### config.mk
export PLATFORM = sky130hd
export DESIGN_NAME = frame_writer
export DESIGN_NICKNAME = d
export VERILOG_FILES = /design/src/rtl/gpu_pkg.sv /design/src/rtl/frame_writer.sv
export SDC_FILE = /design/constraint.sdc
export NUM_CORES = 1
export LEC_CHECK = 0
export CAP_MARGIN = 20
export CORE_AREA = 2 2 69 71
export CTS_BUF_LIST = sky130_fd_sc_hd__clkbuf_4 sky130_fd_sc_hd__clkbuf_8
export CTS_CLUSTER_DIAMETER = 120
export DETAILED_ROUTE_END_ITERATION = 10
export DIE_AREA = 0 0 71 73
export GPL_TIMING_DRIVEN = 1
export PLACE_DENSITY = 0.9
export SYNTH_ARGS = -nofsm -noshare
export SYNTH_HDL_FRONTEND = slang
export SYNTH_SLANG_ARGS = --single-unit
### constraint.sdc
create_clock -name sys_clk_in -period 6.25 [get_ports sys_clk_in]
set_input_delay 1.25 -clock sys_clk_in [delete_from_list [all_inputs] [get_ports sys_clk_in]]
set_output_delay 1.25 -clock sys_clk_in [all_outputs]
set_load 0.01 [all_outputs]
### src/rtl/gpu_pkg.sv
// gpu_pkg: shared defaults, frame writer state encoding and frame size helper.
package gpu_pkg;

    localparam int FMA_COUNT_DEF  = 2;
    localparam int ITERS_BITS_DEF = 4;

    typedef enum logic [1:0] {ACCEPT, DRAIN, WAIT_VSYNC} frame_writer_state_t;

    function automatic int pixels(input int width, input int height);
        return width * height;
    endfunction

endpackage

### src/rtl/frame_writer.sv
// frame_writer: paces FMA batches into frame buffer write bursts and swaps buffers on vsync.
module frame_writer
    import gpu_pkg::*;
#(
    parameter int FMA_COUNT  = FMA_COUNT_DEF,
    parameter int ITERS_BITS = ITERS_BITS_DEF,
    parameter int WIDTH      = 320,
    parameter int HEIGHT     = 160,
    localparam int BW        = FMA_COUNT * ITERS_BITS,
    localparam int PIXELS    = pixels(WIDTH, HEIGHT),
    localparam int AW        = $clog2(PIXELS)
) (
    input  logic          sys_clk_in,
    input  logic          rst_in,
    input  logic          batch_valid_in,
    input  logic [BW-1:0] batch_iters_in,
    output logic          batch_ready_out,
    input  logic          vsync_in,
    output logic          mandelbrot_iters_valid_out,
    output logic [BW-1:0] mandelbrot_iters_out,
    output logic [AW-1:0] addr_write_out,
    output logic          swap_out,
    output logic [15:0]   frame_count_out
);

    localparam int DRAIN_CYCLES = FMA_COUNT + 2;
    localparam int CW           = $clog2(DRAIN_CYCLES);

    frame_writer_state_t state, next_state;
    logic [CW-1:0] cnt;
    logic          vsync_q;
    logic          accept;
    logic          drain_end;
    logic          frame_end;
    logic          vsync_rise;

    always_comb begin
        accept     = 1'b0;
        drain_end  = 1'b0;
        frame_end  = 1'b0;
        vsync_rise = 1'b0;
        next_state = state;
        // ready is registered so it stays low on the cycle reset releases
        accept     = state == ACCEPT && batch_ready_out && batch_valid_in;
        drain_end  = state == DRAIN && cnt == CW'(DRAIN_CYCLES - 1);
        frame_end  = drain_end && (int'(addr_write_out) + FMA_COUNT == PIXELS);
        vsync_rise = state == WAIT_VSYNC && vsync_in && !vsync_q;
        next_state = accept ? DRAIN :
                     drain_end ? (frame_end ? WAIT_VSYNC : ACCEPT) :
                     vsync_rise ? ACCEPT : state;
    end

    always_ff @(posedge sys_clk_in or posedge rst_in) begin
        if (rst_in) begin
            state                      <= ACCEPT;
            cnt                        <= '0;
            vsync_q                    <= 1'b0;
            batch_ready_out            <= 1'b0;
            mandelbrot_iters_valid_out <= 1'b0;
            mandelbrot_iters_out       <= '0;
            addr_write_out             <= '0;
            swap_out                   <= 1'b0;
            frame_count_out            <= '0;
        end else begin
            state                      <= next_state;
            vsync_q                    <= vsync_in;
            batch_ready_out            <= next_state == ACCEPT;
            mandelbrot_iters_valid_out <= accept;
            swap_out                   <= vsync_rise;
            cnt                        <= (state == DRAIN && !drain_end) ? cnt + CW'(1) : '0;
            if (accept)
                mandelbrot_iters_out <= batch_iters_in;
            if (drain_end && !frame_end)
                addr_write_out <= addr_write_out + AW'(FMA_COUNT);
            if (vsync_rise) begin
                addr_write_out  <= '0;
                frame_count_out <= frame_count_out + 16'd1;
            end
        end
    end

endmodule

==> results of run 1 <==
## sequential cells by signal, summed over array words and instances, names as in the netlist
register,count
mandelbrot_iters_valid_out,1
addr_write_out,15
vsync_q,1
cnt,2
state,2
frame_count_out,16
mandelbrot_iters_out,8
batch_ready_out,1
swap_out,1
## layer usage
layer  part of all wire  vias up
li1                   -      876
met1               0.44      919
met2               0.50       53
met3              0.043        9
met4              0.014        0
met5                  0        -
## worst max-delay path by stage
stage	from	end	slack (ns)
after floorplan	vsync_in	frame_count_out[15]	3.59
after global placement	vsync_in	frame_count_out[15]	3.05
after detailed placement	vsync_in	frame_count_out[15]	2.97
after CTS	vsync_in	frame_count_out[15]	3.29
after global routing	addr_write_out[1]	addr_write_out[14]	3.16
final	vsync_in	frame_count_out[15]	3.29
## power groups by stage
stage               combinational (mW)  sequential (mW)  clock, mW
floorplan                        0.141            0.454          0
CTS                              0.298            0.450      0.197
global route                     0.317            0.463      0.209
detailed placement               0.296            0.454          0
finish                           0.295            0.451      0.194
global placement                 0.284            0.450          0
## cell usage in the layout, fill, tap and decap left out, drive strengths merged, types with 3 or more instances in the layout
| cell | Yosys | final |
|---|---|---|
| nor3b | 4 | 4 |
| and3 | 7 | 7 |
| o21ai | 3 | 3 |
| xor2 | 6 | 6 |
| nor4 | 7 | 7 |
| nor3 | 10 | 10 |
| ha | 3 | 3 |
| nand4 | 6 | 6 |
| inv | 3 | 3 |
| dfrtp | 47 | 47 |
| xnor2 | 16 | 16 |
| mux2i | 4 | 4 |
| mux2 | 12 | 12 |
| a211o | 7 | 7 |
| nand3 | 14 | 14 |
| nand2 | 22 | 22 |
| clkdlybuf4s50 | 0 | 53 |
| nor2 | 10 | 10 |
| nor4b | 3 | 3 |
| clkbuf | 4 | 7 |
## kinds of logic (layout without fill, tap and decap cells)
group	count (synthesis)	in the layout	synth area share
AO/OA/AOI/OAI	23	23	0.0802
buffers and inverters	15	66	0.0346
other	1	1	0.00157
AND/OR/NAND/NOR	90	90	0.218
multiplexers	16	16	0.0765
flip-flops	47	47	0.493
XOR/XNOR	22	22	0.0807
adder cells (fa/ha/maj)	3	3	0.0157
## critical path: stages
cell	delay, ns
clkdlybuf4s50_1	0.47
nor4b_2	0.19
buf_4	0.26
nand3_1	0.14
nor4_1	0.51
nand4_1	0.18
xnor2_1	0.15
## layout make-up
class                      instances  area share
inverter                           3     0.00372
clock inverter                     2     0.00537
clock buffer                       6      0.0273
tap                               54      0.0223
multi-input combinational        155       0.373
timing repair buffer              55       0.180
sequential                        47       0.388
==> summary.txt, run 1 <==
Logic synthesis
  • Most numerous cell in the Yosys netlist: dfrtp_1
  • Synthesis Warnings: 0
  • Cell type with the highest aggregate area in the netlist: dfrtp_1
  • Count of flip-flops with a built-in enable after synthesis: 0
  • Seq/Total Area, Yosys: 0.493
  • Synthesized net count: 232
  • Post-synthesis cell type count: 51
  • Most numerous cell types in the synthesized netlist: 47 x dfrtp_1, 21 x nand2_1, 16 x xnor2_1
  • Yosys top cell area share: 0.493
  • Dominant register cell in the synthesized netlist: dfrtp_1
  • Number of synthesized register bits: 47
  • Post-synthesis cell count: 217
  • Avg Synthesized Cell Area: 11.0 sq um
  • Netlist Area Pre-Place: 2390 sq um
  • Async set-reset flop share out of synthesis: 1.00
  • Synth top area cells: dfrtp_1 49%, xnor2_1 5.9%, mux2_2 4.7%

Global route
  • First-pass GRT wire length: 8.22 mm
  • Pin count of the biggest net entering global routing: 48
  • Most utilized layer in the global route result: met2
  • All-Layer GR Usage: 0.201
  • Fraction of met3 tracks used by global routing: 0.0442
  • Met2 track demand over resource in global routing: 0.337
  • Global-route met1 utilization: 0.255
  • Number of global-route vias before repair: 1766
  • Remaining Overflow, GRT: 0
  • Initial antenna violation count: 0

Place
  • Hpwl dp: 3.56 mm
  • Cell area reported after detailed placement: 2920 sq um
  • Buffers added on ports: 53
  • Number of placed instances with taps included: 313
  • Routability congestion estimate from global placement: 0.828
  • Worst slack at placement: 2.97 ns

Floorplan
  • Number of I/O pins: 55
  • Area of the die: 5180 sq um
  • Floorplan row count: 25
  • Vertical extent of the die: 73 um
  • Placeable Area: 4540 sq um
  • Starting density of the core: 0.526
  • Floorplan die width: 71 um

Clock network
  • Clock latency on the worst-skew pair: 0.30 ns
  • Longest Clk Path Bufs: 2
  • CTS tree: yes
  • Post-cts hold buffer count: 0
  • Total number of clock tree sinks: 47
  • Clk pin slew, worst setup/hold paths: 0.09 ns
  • Post-CTS Setup Repair Bufs: 0
  • Number of buffers created by CTS: 5
  • # H-tree levels: 2
  • Post-cts resize count: 0
  • Root Buffer: clkbuf_8

Cells and area
  • Sequential cell area in the final layout: 1180 sq um
  • Layout cells sized above 1: 0.119
  • Number of cells in the finished layout apart from fillers: 322
  • Final antenna diode count: 0
  • Multi-input gate area: 1130 sq um
  • Net count, final: 282
  • Utilization after layout: 0.668
  • Summed area of non-filler cells in the final layout: 3030 sq um
  • Fillcell total: 348
  • Area Overhead vs Synth: 26.8%

Pwr
  • Comb power frac: 0.314
  • Max rail drop VDD: 0.000199 V
  • Power per cell area: 310 nW/um^2
  • P_sw: 0.301 mW
  • Internal power contribution: 0.638 mW
  • Total chip power: 0.939 mW
  • Switching Fraction: 0.320
  • Leakage power: 1.32 nW
  • Flop pwr share: 0.480
  • Clock Power Share: 0.206

Timing
  • Post-route setup TNS: 0 ns
  • Clk_skew: 0.00821 ns
  • Slew of the pin with the lowest slew margin: 0.955 ns
  • Setup violation total in the final timing report: 0
  • Final hold slack: 0.472 ns
  • Max-slew violations: 0
  • Final period util: 0.473
  • Post-layout worst setup margin: 3.29 ns
  • Final hold violation count: 0
  • FMAX: 338 MHz
  • Final period demand of the worst path: 2.96 ns
  • Max-Slew Margin vs Limit: 0.363
  • Setup repair after global routing missed its margin: false

Drt
  • Number of nets with antenna violations after detailed routing: 0
  • Number of remaining DRC errors: 0
  • Final wirelength: 5.12 mm
  • Post-detailed-route via-to-cell ratio: 5.77
  • Via count of the routed design: 1857
  • DRT Pass-1 Iters: 4
  • Mean routed wirelength per cell: 15.9 um
  • Starting DRT DRC Count: 74

Hold path
  • Worst Hold Class: flop to flop
  • Hold Crit Depth: 1
  • Hold Startpoint: cnt[0]
  • Destination of the worst hold path: cnt[0]

Worst setup path
  • Critical path start-end classification: input pin to flop
  • Setup slack, reg-to-reg: 3.36 ns
  • Max FO, Critical Path: 14
  • Worst reg-to-reg path cell count: 8
  • Required time at the endpoint of the critical path: 6.44 ns
  • Critical path launch point type: input pin
  • Worst flop-to-flop path endpoint: addr_write_out[14]
  • Arrival time of data at the critical path endpoint: 3.15 ns
  • Origin of the critical flop-to-flop path: addr_write_out[2]
  • Nature of the critical path endpoint: flop

Flow run
  • Maximum Capacitance Violations: 0

Outcome
  • Result of the run: finished clean
(Power assumes the default switching activity.)
==> run 2, diff against run 1 <==
--- a/config.mk
+++ b/config.mk
@@ -6,13 +6,13 @@
 export NUM_CORES = 1
 export LEC_CHECK = 0
 export CAP_MARGIN = 20
-export CORE_AREA = 2 2 69 71
+export CORE_AREA = 2 2 75 77
 export CTS_BUF_LIST = sky130_fd_sc_hd__clkbuf_4 sky130_fd_sc_hd__clkbuf_8
 export CTS_CLUSTER_DIAMETER = 120
 export DETAILED_ROUTE_END_ITERATION = 10
-export DIE_AREA = 0 0 71 73
+export DIE_AREA = 0 0 77 79
 export GPL_TIMING_DRIVEN = 1
-export PLACE_DENSITY = 0.9
+export PLACE_DENSITY = 0.81
 export SYNTH_ARGS = -nofsm -noshare
 export SYNTH_HDL_FRONTEND = slang
 export SYNTH_SLANG_ARGS = --single-unit
==> constraint.sdc (replaced) <==
create_clock -name sys_clk_in -period 2.5 [get_ports sys_clk_in]
set_input_delay 0.5 -clock sys_clk_in [delete_from_list [all_inputs] [get_ports sys_clk_in]]
set_output_delay 0.5 -clock sys_clk_in [all_outputs]
set_load 0.01 [all_outputs]
==> summary.txt, run 2 (synthesized netlist as in run 1, its figures left out) <==
Floorplan
  • Area of the die: 6080 sq um
  • Vertical extent of the die: 79 um
  • Number of I/O pins: 55
  • Floorplan die width: 77 um
  • Starting density of the core: 0.447
  • Floorplan row count: 27
  • Placeable Area: 5340 sq um

Global route
  • First-pass GRT wire length: 8.39 mm
  • Most utilized layer in the global route result: met2
  • Initial antenna violation count: 0
  • Remaining Overflow, GRT: 0
  • Number of global-route vias before repair: 1785
  • All-Layer GR Usage: 0.176
  • Global-route met1 utilization: 0.220
  • Fraction of met3 tracks used by global routing: 0.0591
  • Pin count of the biggest net entering global routing: 48
  • Met2 track demand over resource in global routing: 0.284

Clock network
  • # H-tree levels: 2
  • Total number of clock tree sinks: 47
  • CTS tree: yes
  • Longest Clk Path Bufs: 2
  • Number of buffers created by CTS: 5
  • Post-cts hold buffer count: 0
  • Clk pin slew, worst setup/hold paths: 0.08 ns
  • Clock latency on the worst-skew pair: 0.30 ns
  • Root Buffer: clkbuf_8

Drt
  • Number of nets with antenna violations after detailed routing: 0
  • Final wirelength: 4.99 mm
  • Via count of the routed design: 1858
  • Starting DRT DRC Count: 105
  • Number of remaining DRC errors: 0
  • Mean routed wirelength per cell: 14.0 um
  • DRT Pass-1 Iters: 4
  • Post-detailed-route via-to-cell ratio: 5.20

Cells and area
  • Final antenna diode count: 0
  • Area Overhead vs Synth: 35.3%
  • Multi-input gate area: 1150 sq um
  • Net count, final: 300
  • Summed area of non-filler cells in the final layout: 3230 sq um
  • Layout cells sized above 1: 0.182
  • Most frequent cells in the layout: 53 x clkdlybuf4s50_1, 46 x dfrtp_1, 21 x nand2_1
  • Reg with most FFs: frame_count_out
  • Sequential cell area in the final layout: 1180 sq um
  • Max FFs per register: 16
  • Fillcell total: 454
  • Leading registers by flop count: frame_count_out x16, addr_write_out x15, mandelbrot_iters_out x8
  • Utilization after layout: 0.605
  • Most frequent standard cell in the layout excluding fill and tap cells: clkdlybuf4s50_1

Outcome
  • Result of the run: finished clean

Worst setup path
  • Arrival time of data at the critical path endpoint: 2.60 ns
  • Origin of the critical flop-to-flop path: addr_write_out[1]
  • Worst flop-to-flop path endpoint: addr_write_out[8]
  • Nature of the critical path endpoint: flop
  • Required time at the endpoint of the critical path: 2.69 ns
  • Setup slack, reg-to-reg: 0.1 ns
  • Worst setup startpoint: addr_write_out[1]
  • Endpoint of the worst setup timing path: addr_write_out[8]
  • Critical path start-end classification: flop to flop
  • Max FO, Critical Path: 7
  • Worst reg-to-reg path cell count: 8
  • Critical path launch point type: flop

Hold path
  • Hold Crit Depth: 1
  • Worst Hold Class: flop to flop

Pwr
  • Power per cell area: 761 nW/um^2
  • Leakage power: 1.46 nW
  • Max rail drop VDD: 0.000597 V

Timing
  • Final hold slack: 0.442 ns
  • Setup violation total in the final timing report: 0
  • Final period demand of the worst path: 2.40 ns
  • Clk_skew: 0.00450 ns
  • Final hold violation count: 0
  • Final period util: 0.961
  • Max-slew violations: 0
  • FMAX: 416 MHz

Place
  • Routability congestion estimate from global placement: 0.911
  • Hpwl dp: 3.53 mm
  • Cell area reported after detailed placement: 3080 sq um
  • Buffers added on ports: 53

Flow run
  • Maximum Capacitance Violations: 0
-- run 2: changes by cell type in the layout (fill, tap and decap cells not counted) --
cell | before | now
dfrtp_2 | 0 | 1
and4_1 | 1 | 0
buf_4 | 1 | 18
buf_2 | 0 | 1
and4_4 | 0 | 1
nor4_4 | 0 | 2
clkbuf_8 | 6 | 5
clkinv_4 | 1 | 0
nor4_2 | 1 | 0
bufinv_16 | 0 | 1
buf_12 | 0 | 1
clkinvlp_4 | 1 | 0
dfrtp_1 | 47 | 46
nor4_1 | 6 | 5
-- run 2: layout make-up --
cell class,count,area share
flip-flops and latches,47,0.364
multi-input cells,155,0.357
inverters,3,0.00349
clock inverters,1,0.00930
well taps,72,0.0279
clock buffers,6,0.0236
repair buffers,73,0.214
-- run 2: repair_timing --
item,in CTS,in global routing
buffers inserted,0,3
resized for setup,0,6
endpoints found under the setup margin,0,12
-- run 2: critical path: stages (launching register included) --
cell and delay [ns]:
dfrtp_1 0.39, ha_1 0.25, and4_4 0.23, a211o_1 0.28, o21ai_0 0.08, o2111ai_1 0.16, o31a_4 0.42, buf_2 0.18
a221o_1 0.31
-- run 2: stage by stage --
stage	setup TNS, ns	power [mW]	std cells	setup WS (ns)
final	0	2.46	357	0.0968
after global routing	-0.00578	2.60	357	-0.00578
after CTS	0	2.47	354	0.0753
after detailed placement	0	1.91	347	0.0898
after global placement	0	1.90	347	0.171
after floorplan	0	1.49	217	0.0352
-- run 2: worst min-delay path by stage --
stage                      start      to  slack [ns]
final                     cnt[0]  cnt[0]        0.44
after CTS                 cnt[0]  cnt[0]        0.45
after floorplan           cnt[0]  cnt[0]        0.42
after global routing      cnt[0]  cnt[0]        0.49
after detailed placement  cnt[0]  cnt[0]        0.44
after global placement    cnt[0]  cnt[0]        0.43
-- run 2: per-layer routing --
layer,vias to the layer above,wire length [um]
met5,-,0
met4,0,81
met3,7,339
met2,48,2360
met1,883,2210
li1,920,-
-- run 2: power by group --
part	switching, mW	total (mW)	internal, mW
logic	0.346	0.834	0.488
clock network	0.250	0.554	0.304
registers	0.142	1.07	0.928
==> run 3, diff against run 2 <==
--- a/config.mk
+++ b/config.mk
@@ -6,13 +6,13 @@
 export NUM_CORES = 1
 export LEC_CHECK = 0
 export CAP_MARGIN = 20
-export CORE_AREA = 2 2 75 77
+export CORE_AREA = 2 2 79 73
 export CTS_BUF_LIST = sky130_fd_sc_hd__clkbuf_4 sky130_fd_sc_hd__clkbuf_8
 export CTS_CLUSTER_DIAMETER = 120
 export DETAILED_ROUTE_END_ITERATION = 10
-export DIE_AREA = 0 0 77 79
+export DIE_AREA = 0 0 81 75
 export GPL_TIMING_DRIVEN = 1
-export PLACE_DENSITY = 0.81
+export PLACE_DENSITY = 0.79
 export SYNTH_ARGS = -nofsm -noshare
 export SYNTH_HDL_FRONTEND = slang
 export SYNTH_SLANG_ARGS = --single-unit
==> summary.txt, run 3 (synthesized netlist as in run 1, its figures left out) <==
Pwr
  • Leakage power: 1.46 nW
  • Max rail drop VDD: 0.000414 V
  • Power per cell area: 749 nW/um^2
  • Total chip power: 2.43 mW

Place
  • Buffers added on ports: 53
  • Routability congestion estimate from global placement: 0.841
  • Hpwl dp: 4.22 mm
  • Worst slack at placement: 0.0750 ns

Timing
  • Post-route setup TNS: 0 ns
  • FMAX: 413 MHz
  • Final period demand of the worst path: 2.42 ns
  • Setup violation total in the final timing report: 0
  • Setup repair after global routing missed its margin: false
  • Post-layout worst setup margin: 0.0800 ns
  • Max-slew violations: 0
  • Final period util: 0.968
  • Clk_skew: 0.00653 ns
  • Final hold violation count: 0

Floorplan
  • Floorplan die width: 81 um
  • Vertical extent of the die: 75 um
  • Starting density of the core: 0.460
  • Area of the die: 6080 sq um
  • Placeable Area: 5190 sq um
  • Number of I/O pins: 55
  • Floorplan row count: 25

Hold path
  • Hold Crit Depth: 1
  • Worst Hold Class: flop to flop

Global route
  • All-Layer GR Usage: 0.193
  • First-pass GRT wire length: 8.78 mm
  • Initial antenna violation count: 0
  • Number of global-route vias before repair: 1816
  • Pin count of the biggest net entering global routing: 26
  • Remaining Overflow, GRT: 0

Cells and area
  • Most frequent standard cell in the layout excluding fill and tap cells: clkdlybuf4s50_1
  • Reg with most FFs: frame_count_out
  • Sequential cell area in the final layout: 1180 sq um
  • Utilization after layout: 0.625
  • Most frequent cells in the layout: 53 x clkdlybuf4s50_1, 44 x dfrtp_1, 22 x buf_4
  • Multi-input gate area: 1150 sq um
  • Fillcell total: 434
  • Final antenna diode count: 0
  • Layout cells sized above 1: 0.204
  • Area Overhead vs Synth: 35.9%
  • Net count, final: 303
  • Max FFs per register: 16
  • Leading registers by flop count: frame_count_out x16, addr_write_out x15, mandelbrot_iters_out x8

Drt
  • Number of nets with antenna violations after detailed routing: 0
  • Via count of the routed design: 1961
  • Post-detailed-route via-to-cell ratio: 5.51
  • Mean routed wirelength per cell: 16.1 um
  • DRT Pass-1 Iters: 4
  • Final wirelength: 5.73 mm
  • Number of remaining DRC errors: 0
  • Starting DRT DRC Count: 112

Flow run
  • Maximum Capacitance Violations: 0

Worst setup path
  • Origin of the critical flop-to-flop path: addr_write_out[1]
  • Cell chain of the critical path: ha_2, and4_4, a211o_1, o21ai_0, o2111ai_1, o31a_4, buf_4, a221o_1
  • Setup slack, reg-to-reg: 0.08 ns
  • Endpoint of the worst setup timing path: addr_write_out[8]
  • Worst flop-to-flop path endpoint: addr_write_out[8]
  • Critical path launch point type: flop
  • Worst setup startpoint: addr_write_out[1]
  • Required time at the endpoint of the critical path: 2.69 ns
  • Arrival time of data at the critical path endpoint: 2.61 ns
  • Critical path start-end classification: flop to flop
  • Worst reg-to-reg path cell count: 8
  • Maximum cell stage delay along the critical path: 0.43 ns
  • Slowest cell on the critical path: o31a_4
  • Nature of the critical path endpoint: flop
  • Max FO, Critical Path: 7

Clock network
  • Clock latency on the worst-skew pair: 0.31 ns
  • Clk pin slew, worst setup/hold paths: 0.08 ns
  • Root Buffer: clkbuf_8
  • Number of buffers created by CTS: 5
  • Total number of clock tree sinks: 47
  • Longest Clk Path Bufs: 2
  • CTS tree: yes
  • # H-tree levels: 2

Outcome
  • Result of the run: finished clean
## run 3: cell type report
type,count,share of cell area
inverter,3,0.00347
clock buffer,6,0.0255
tap,67,0.0258
clock inverter,2,0.00501
sequential,47,0.364
multi-input combinational,155,0.356
timing repair buffer,76,0.221
## run 3: what timing repair did
action                                  4_1_cts  5_1_grt
endpoints found under the setup margin        0       12
hold buffers                                  0        0
gates resized for setup                       0        9
setup buffers                                 0        3
## run 3: critical path: cells and delay by family (launching register included)
family | cells | cell delay (ns)
AOI/OAI and AO/OA | 5 | 1.28
buffers and inverters | 1 | 0.18
adders and majority gates | 1 | 0.23
DFF | 1 | 0.40
and+or+nand+nor | 1 | 0.22
## run 3: where the power goes
group | internal [mW] | total [mW] | leakage (nW) | switching (mW)
Sequential | 0.928 | 1.06 | 0.618 | 0.135
Clock | 0.226 | 0.487 | 0.0474 | 0.261
Combinational | 0.506 | 0.880 | 0.797 | 0.374
Total | 1.66 | 2.43 | 1.46 | 0.771
## run 3: layer usage
metal | wire length (um) | track usage
met3 | 220 | 0.0348
met1 | 2470 | 0.256
met5 | 0 | 0
met4 | 142 | 0.102
met2 | 2890 | 0.307
## run 3: how the worst min path moves through the flow
stage | endpoint | start
detailed placement | cnt[0] | cnt[0]
CTS | cnt[0] | cnt[0]
global placement | cnt[0] | cnt[0]
global route | cnt[0] | cnt[0]
finish | cnt[0] | cnt[0]
floorplan | cnt[0] | cnt[0]
## run 3: metrics by stage
step / instance area, sq um / cells / hold WS, ns
final: 3240 / 356 / 0.457
after global routing: 3240 / 356 / 0.483
after CTS: 3200 / 353 / 0.458
after detailed placement: 3100 / 345 / 0.444
after global placement: 3100 / 345 / 0.431
after floorplan: 2390 / 217 / 0.416
==> variant, RTL diff (flow settings as in run 3) <==
Re-encode `frame_writer_state_t` (3 states) as one-hot, 3 bits wide.
--- a/src/rtl/gpu_pkg.sv
+++ b/src/rtl/gpu_pkg.sv
@@ -4,7 +4,7 @@
     localparam int FMA_COUNT_DEF  = 2;
     localparam int ITERS_BITS_DEF = 4;
 
-    typedef enum logic [1:0] {ACCEPT, DRAIN, WAIT_VSYNC} frame_writer_state_t;
+    typedef enum logic [2:0] {ACCEPT = 3'b001, DRAIN = 3'b010, WAIT_VSYNC = 3'b100} frame_writer_state_t;
 
     function automatic int pixels(input int width, input int height);
         return width * height;
Behaviour: no difference found for any inputs over 10 cycles, from zero or initial values and one cycle with rst_in high; not proved beyond that.
==> variant against run 3 <==
  * Worst setup slack worse by 0.0093 ns
  * Power decreased by 10%
  * Final area shrank 0.93%
  * Non-clock buffer count down 4
  * Routed wire length is 11% lower
  * Synthesized area is 0.79% lower
  * Cell count up 0.28%
  * Critical path depth fell by 1
  * Sequential cell count up 1
  * Largest cell class unchanged
  * Largest power group unchanged
==> variant: results (changes against run 3) <==
\begin{tabular}{lr}
\hline
Metric & Value \\
\hline
\multicolumn{2}{l}{\textbf{Outcome}} \\
\quad Result of the run & complete, no violations (unchanged) \\
\multicolumn{2}{l}{\textbf{Placed design}} \\
\quad Placed standard-cell area & 3060 um\^{}2 (was 3100 um\^{}2) \\
\quad Setup Slack @ Placement & -0.0535 ns (was 0.0750 ns) \\
\multicolumn{2}{l}{\textbf{Power and ir drop}} \\
\quad Lkg Pwr & 0.00147 uW (was 0.00146 uW) \\
\quad Max VDD drop & 0.445 mV (was 0.414 mV) \\
\multicolumn{2}{l}{\textbf{Cells and area}} \\
\quad Post-layout nets & 304 (was 303) \\
\multicolumn{2}{l}{\textbf{Yosys}} \\
\quad Number of distinct library cells after synthesis & 43 (was 51) \\
\quad Total nets after synthesis & 238 (was 232) \\
\quad Part of the Yosys area used for sequential elements & 0.508 (was 0.493) \\
\quad Top area cells in the synthesized netlist & sky130\_fd\_sc\_hd\_\_dfrtp\_1, sky130\_fd\_sc\_hd\_\_mux2\_2, sky130\_fd\_sc\_hd\_\_xnor2\_1 (was sky130\_fd\_sc\_hd\_\_dfrtp\_1, sky130\_fd\_sc\_hd\_\_xnor2\_1, sky130\_fd\_sc\_hd\_\_mux2\_2) \\
\multicolumn{2}{l}{\textbf{Critical path}} \\
\quad Critical path arrival & 2.62 ns (was 2.61 ns) \\
\quad End of the worst register-to-register path & addr\_write\_out[11] (was addr\_write\_out[8]) \\
\quad Maximum fanout along the worst path & 6 (was 7) \\
\quad Cells on worst reg2reg path & 7 (was 8) \\
\multicolumn{2}{l}{\textbf{Route}} \\
\quad Post-detailed-route wirelength per cell & 14.4 um (was 16.1 um) \\
\quad Post-detailed-routing wire length & 5.12 mm (was 5.73 mm) \\
\quad Iteration-0 DRC count of the detailed router & 158 (was 112) \\
\multicolumn{2}{l}{\textbf{Global route}} \\
\quad Pin count of the biggest net entering global routing & 49 (was 26) \\
\quad Wire length of the first global-routing pass & 8.48 mm (was 8.78 mm) \\
\multicolumn{2}{l}{\textbf{Timing}} \\
\quad Worst clock skew on the final layout & 0.00636 ns (was 0.00653 ns) \\
\hline
\end{tabular}
-- variant: changes by cell type in the layout (fill, tap and decap cells not counted), sizes merged, moves of 5 or more --
cell	change
and3	+8
nand2	-6
nor2	+6
nand3	-5
nor4	-5
-- variant: logic make-up after synthesis --
family	after synthesis	synth area share
AND/OR/NAND/NOR	96	0.217
XOR/XNOR	21	0.0777
other	1	0.00158
adder cells (fa/ha/maj)	3	0.0158
buffers and inverters	15	0.0338
AO/OA/AOI/OAI	29	0.0988
multiplexers	10	0.0475
flip-flops	48	0.508
-- variant: routing by layer --
| metal | wire (um) | GRT usage |
|---|---|---|
| met1 | 2320 | 0.247 |
| met2 | 2490 | 0.291 |
| met3 | 268 | 0.0444 |
| met4 | 45 | 0.0395 |
| met5 | 0 | 0 |
-- variant: power by group --
part	internal, uW	switching (uW)	total [uW]
combinational	342	228	570
clock	301	273	574
sequential	919	114	1030
total	1560	615	2180
-- variant: how the worst max path moves through the flow --
stage | to | slack, ns | start
floorplan | addr_write_out[6] | 0.09 | addr_write_out[1]
global placement | addr_write_out[11] | 0.05 | addr_write_out[1]
detailed placement | addr_write_out[12] | -0.05 | addr_write_out[1]
CTS | addr_write_out[12] | 0.04 | addr_write_out[1]
global route | addr_write_out[11] | -0.004 | addr_write_out[1]
finish | addr_write_out[11] | 0.07 | addr_write_out[1]
-- variant: final cells by class --
| class | count | area (um^2) |
|---|---|---|
| Sequential cell | 48 | 1200 |
| Tap cell | 67 | 83.8 |
| Multi-Input combinational cell | 160 | 1130 |
| Inverter | 2 | 7.51 |
| Clock buffer | 5 | 68.8 |
| Clock inverter | 3 | 46.3 |
| Fill cell | 436 | 1980 |
| Timing Repair Buffer | 72 | 677 |
-- variant: repair_timing --
action	in CTS	in global routing
hold buffers	0	0
setup endpoints to repair	3	3
resized for setup	1	6
pin swaps	0	3
